$ cat config.mk
export PLATFORM = sky130hd
export DESIGN_NAME = uart_tx_arbiter
export DESIGN_NICKNAME = d
export VERILOG_FILES = /design/src/rtl/uart_tx_arbiter.sv
export SDC_FILE = /design/constraint.sdc
export NUM_CORES = 1
export LEC_CHECK = 0
export CAP_MARGIN = 5
export CORE_MARGIN = 10
export CORE_UTILIZATION = 40
export CTS_BUF_LIST = sky130_fd_sc_hd__clkbuf_4 sky130_fd_sc_hd__clkbuf_8
export DETAILED_ROUTE_END_ITERATION = 8
export PLACE_DENSITY = 0.85
export SLEW_MARGIN = 5
export SYNTH_ARGS = -nofsm -noshare
export SYNTH_HDL_FRONTEND = slang
export SYNTH_SLANG_ARGS = --single-unit
$ cat constraint.sdc
create_clock -name apb_clk_in -period 2.8 [get_ports apb_clk_in]
set_clock_uncertainty 0.05 [all_clocks]
set_input_delay 0.42 -clock apb_clk_in [delete_from_list [all_inputs] [get_ports apb_clk_in]]
set_output_delay 0.42 -clock apb_clk_in [all_outputs]
set_load 0.03 [all_outputs]
$ cat src/rtl/uart_tx_arbiter.sv
// uart_tx_arbiter: round-robin arbiter sharing one UART TX byte path through a one-entry output register.
// Define UART_ARB_TIMEOUT_EN to compile in forced release of a grant stalled for TIMEOUT_CYCLE cycles.
module uart_tx_arbiter #(
    parameter int NUM_REQ       = 4,
    parameter int DATA_WIDTH    = 8,
    parameter int TIMEOUT_CYCLE = 6
) (
    input  logic                          apb_clk_in,
    input  logic                          apb_rstn_in,
    input  logic [NUM_REQ-1:0]            req_valid_in,
    input  logic [NUM_REQ*DATA_WIDTH-1:0] req_data_in,
    input  logic [NUM_REQ-1:0]            req_last_in,
    output logic [NUM_REQ-1:0]            req_ready_out,
    output logic [NUM_REQ-1:0]            grant_out,
    output logic                          tx_valid_out,
    output logic [DATA_WIDTH-1:0]         tx_data_out,
    input  logic                          tx_ready_in,
    output logic                          busy_out,
    output logic                          timeout_pulse_out
);
    localparam int IW = $clog2(NUM_REQ);
    typedef enum logic {IDLE, LOCKED} state_t;
    state_t state, state_nx;
    logic [IW-1:0] owner, ptr, pick, idx, owner_inc;
    logic can_load, xfer, rel_last, rel_to, rel;

    assign can_load  = !tx_valid_out || tx_ready_in;
    assign xfer      = (state == LOCKED) && req_valid_in[owner] && can_load;
    assign rel_last  = xfer && req_last_in[owner];
    assign rel       = rel_last || rel_to;
    assign owner_inc = (owner == IW'(NUM_REQ - 1)) ? '0 : owner + IW'(1);
    assign busy_out  = (state == LOCKED) || tx_valid_out;

    // Scan downward so the lowest rotated offset from ptr wins.
    always_comb begin
        pick = ptr;
        idx  = '0;
        for (int k = NUM_REQ - 1; k >= 0; k--) begin
            idx = IW'((int'(ptr) + k) % NUM_REQ);
            if (req_valid_in[idx]) pick = idx;
        end
    end

    always_comb begin
        grant_out            = '0;
        req_ready_out        = '0;
        grant_out[owner]     = state == LOCKED;
        req_ready_out[owner] = (state == LOCKED) && can_load;
    end

    always_comb begin
        state_nx = state;
        state_nx = (state == IDLE) ? (|req_valid_in ? LOCKED : IDLE) : (rel ? IDLE : LOCKED);
    end

    always_ff @(posedge apb_clk_in or negedge apb_rstn_in) begin
        if (!apb_rstn_in) state <= IDLE;
        else              state <= state_nx;
    end

    always_ff @(posedge apb_clk_in or negedge apb_rstn_in) begin
        if (!apb_rstn_in) begin
            owner        <= '0;
            ptr          <= '0;
            tx_valid_out <= 1'b0;
            tx_data_out  <= '0;
        end else begin
            if (state == IDLE && |req_valid_in) owner <= pick;
            if (rel) ptr <= owner_inc;
            if (xfer) begin
                tx_valid_out <= 1'b1;
                tx_data_out  <= DATA_WIDTH'(req_data_in >> (owner * DATA_WIDTH));
            end else if (tx_ready_in) begin
                tx_valid_out <= 1'b0;
            end
        end
    end

`ifdef UART_ARB_TIMEOUT_EN
    localparam int CW = $clog2(TIMEOUT_CYCLE + 1);
    logic [CW-1:0] stall;

    // Fires on the TIMEOUT_CYCLE-th consecutive idle cycle of the owner.
    assign rel_to = (state == LOCKED) && !req_valid_in[owner] && (stall == CW'(TIMEOUT_CYCLE - 1));

    always_ff @(posedge apb_clk_in or negedge apb_rstn_in) begin
        if (!apb_rstn_in) begin
            stall             <= '0;
            timeout_pulse_out <= 1'b0;
        end else begin
            stall             <= (state == LOCKED && !req_valid_in[owner] && !rel_to) ? stall + CW'(1) : '0;
            timeout_pulse_out <= rel_to && !rel_last;
        end
    end
`else
    logic unused_timeout;
    assign rel_to            = 1'b0;
    assign timeout_pulse_out = 1'b0;
    assign unused_timeout    = |TIMEOUT_CYCLE;
`endif
endmodule
==> impl_results.rst <==
.. list-table::
   :header-rows: 1

   * - Metric
     - Value
   * - Critical Path Sink Type
     - primary output
   * - Drt initial violations
     - 17
   * - Yosys warns
     - 0
   * - Power Density
     - 1020 nW/um^2
   * - Average size of a mapped cell
     - 12.1 sq um
   * - Max incr delay on CP
     - roughly 0.67 ns
   * - Dominant synthesized flop cell
     - dfrtp_1
   * - Count of final max-slew check failures
     - 0
   * - Placer congestion estimate
     - 0.795
   * - Number of buffers created by CTS
     - 3
   * - Category of the critical setup timing path
     - reg -> out
   * - Slew @ Worst Pin
     - 0.610 ns
   * - Number of global-route vias before repair
     - 1022
   * - Achievable frequency
     - roughly 420 MHz
   * - Final-report setup violation count
     - 0
   * - Critical Path Most Common Cell
     - and2_1
   * - CTS Sinks
     - 14
   * - DRC violation count after routing
     - 0
   * - Input/output buffers
     - 60
   * - Total power after layout
     - about 1.7 mW
   * - Post-route worst setup slack
     - between 0.4 and 0.5 ns
   * - Yosys cell types
     - 30
   * - Final sum of negative setup slack
     - 0 ns
   * - Total of cells resized after clock tree synthesis
     - 0
   * - Effective utilization at floorplan
     - about two fifths
   * - Leakage power summed over all cells
     - 0.685 nW
   * - Total wire length
     - roughly 3000 microns
   * - Floorplan die height
     - 71.0 microns
   * - Syn Nets
     - around 130
   * - Area of the core
     - 2480 sq um
   * - Hold buffer count at cts
     - 0
   * - Most used standard cell by instance count after synthesis
     - dfrtp_1
   * - Cell type with the largest total area after synthesis
     - dfrtp_1
   * - Synth area leaders
     - dfrtp_1 34%, mux4_2 20%, mux2_2 8.7%, and2_1 4.8%, ha_1 4.8%
   * - Post-CTS setup-driven buffer insertion count
     - 0
   * - Share of the cycle needed by the critical path after routing
     - 85.5%
   * - Placement-stage worst setup slack
     - 0.420 ns
   * - WL/cell
     - between 15 and 20 microns
   * - Max-capacitance violation count
     - 0
   * - Clock insertion delay at the later pin of the skew report
     - 0.28 ns
   * - Initial DRT Pass Iterations
     - 4
   * - DPL Wire Length
     - 2640 microns
   * - Share of synthesized registers carrying an async set or reset
     - between 90% and 100%
   * - Arrival time of data at the critical path endpoint
     - roughly 1.9 ns
   * - Final Net Count
     - just under 200
   * - Final antenna-violating net count
     - 0
   * - Most frequent cells after synthesis
     - 14 x dfrtp_1, 9 x mux4_2, 8 x and2_1, 8 x mux2_2
   * - Setup repair after global routing missed its margin
     - false
   * - Status
     - finished, final reports clean
   * - Global-route total usage across every layer
     - 11.8%
   * - Yosys top cell area share
     - roughly a third
   * - Synthesized netlist cell count
     - 86
   * - Ant. Diodes
     - 0
   * - Launching element type of the critical path
     - register
   * - Floorplan die area
     - 5030 sq um
   * - TritonCTS clock tree
     - built
   * - FF+latch count, synth
     - 14
   * - Clk slew on worst S/H paths
     - 0.09 ns
   * - Number of non-filler instances in the completed layout
     - 178
   * - Data required, critical path
     - 2.33 ns
   * - Mapped cell area
     - 1040 sq um
   * - I/O pin count
     - 62
   * - Cell with the biggest individual delay on the critical path
     - clkdlybuf4s50_1
   * - Area growth, synth to finish
     - 64.5%
   * - Max-slew headroom
     - 59.2%
   * - Total number of vias
     - 939
   * - Maximum vdd ir drop
     - 947 uV
   * - Site Rows
     - 18
   * - CP max FO
     - 4
   * - Die width
     - between 70 and 80 microns
   * - Max Buffers Root-to-Sink
     - 2
   * - Ratio of cells with drive above 1 in the final layout
     - a little over a fifth
   * - Initial antenna violation count
     - 0
   * - Final Hold Fails
     - 0
   * - CTS Root Buffer Type
     - clkbuf_4
   * - Register area share after synthesis
     - 33.7%
   * - Cell breakdown of the critical path
     - inv_1 > ha_1 > and2_1 > and2_1 > clkdlybuf4s50_1
   * - Post-layout min period
     - 2.39 ns
   * - Number of instances in the placed design
     - roughly 170
   * - Number of enable flip-flop cells after synthesis
     - 0
   * - Global-route wire length before repair
     - about 5000 microns
   * - Worst min-delay path category
     - in -> async
   * - Final Core Density
     - 68.9%
   * - Per-cell via count in the routed design
     - about 5.3
   * - Total grt overflow
     - 0
   * - H-Tree Depth
     - 1
   * - Largest net degree at the start of global routing
     - 15
[final timing paths]
kind                                start          endpoint  slack, ns  cells past startpoint
setup / recovery                 owner[0]  req_ready_out[2]       0.41                      5
hold / removal                apb_rstn_in      tx_valid_out       0.46                      1
setup reg to reg                 owner[0]    tx_data_out[2]       0.77                      5
hold reg to reg            tx_data_out[7]    tx_data_out[7]       0.46                      1
max in group asynchronous     apb_rstn_in    tx_data_out[6]       1.83                      1
min in group apb_clk_in    tx_data_out[7]    tx_data_out[7]       0.46                      1
[worst max-delay path, delay by kind of cell (launching register included)]
kind | cells | cell delay, ns
buffers and inverters | 2 | 0.79
DFF | 1 | 0.42
and+or+nand+nor | 2 | 0.27
adders and majority gates | 1 | 0.16
[per-stage QoR]
| stage | instance area [sq um] | hold WS (ns) |
|---|---|---|
| floorplan | 1040 | 0.0744 |
| global placement | 1670 | 0.438 |
| detailed placement | 1670 | 0.444 |
| CTS | 1710 | 0.462 |
| global route | 1710 | 0.481 |
| finish | 1710 | 0.458 |
[flip-flops by register name, indices dropped and copies added, names as in the netlist]
register / flops
ptr: 2
owner: 2
tx_data_out: 8
state: 1
tx_valid_out: 1
[area by class of cell]
| type | instances | area, sq um |
|---|---|---|
| inverter | 3 | 11.3 |
| fill | 191 | 769 |
| tap | 30 | 37.5 |
| multi-input combinational | 65 | 657 |
| clock buffer | 4 | 36.3 |
| sequential | 14 | 350 |
| timing repair buffer | 62 | 616 |
[power by group]
group	internal [mW]	leakage [nW]	switching, mW
clock network	0.0791	0.0210	0.0661
logic	0.614	0.500	0.586
registers	0.308	0.163	0.0904
[logic make-up after synthesis]
group,Yosys count,synth area share (%)
compound gates,14,10.5
fa+ha+maj,4,4.82
buf+inv,7,3.01
other cells,1,0.361
flops,14,33.7
simple gates,25,14.1
mux,21,33.5
[cell usage in the layout (no fill, tap or decap)]
cell	synthesis	layout
nor3_2	1	1
conb_1	1	1
nor3_1	1	1
mux2_2	8	8
a211o_1	1	1
mux4_2	9	9
mux2i_1	1	1
mux2_4	3	3
o221a_4	1	1
dfrtp_1	14	14
a21oi_1	2	2
ha_1	4	4
buf_4	1	2
nor2b_1	3	3
nor4_1	1	1
o2111ai_1	1	1
nand2_1	2	2
a21o_1	1	1
clkbuf_4	0	3
clkbuf_8	0	1
nand2b_1	2	2
clkdlybuf4s50_1	0	60
o21ai_4	1	1
and2_1	8	8
inv_1	3	3
and3_4	1	1
nor2_1	5	5
o22ai_1	1	1
o21ai_0	5	5
a31oi_1	1	1
or2_2	1	1
[metal layers]
metal,part of all wire (%),up-vias,GRT usage (%)
li1,-,442,-
met1,42,449,13.8
met2,49,48,20.7
met3,9.1,0,4.46
met4,0,0,1.29
met5,0,-,0
No activity file was read; power rests on OpenSTA's default activity.
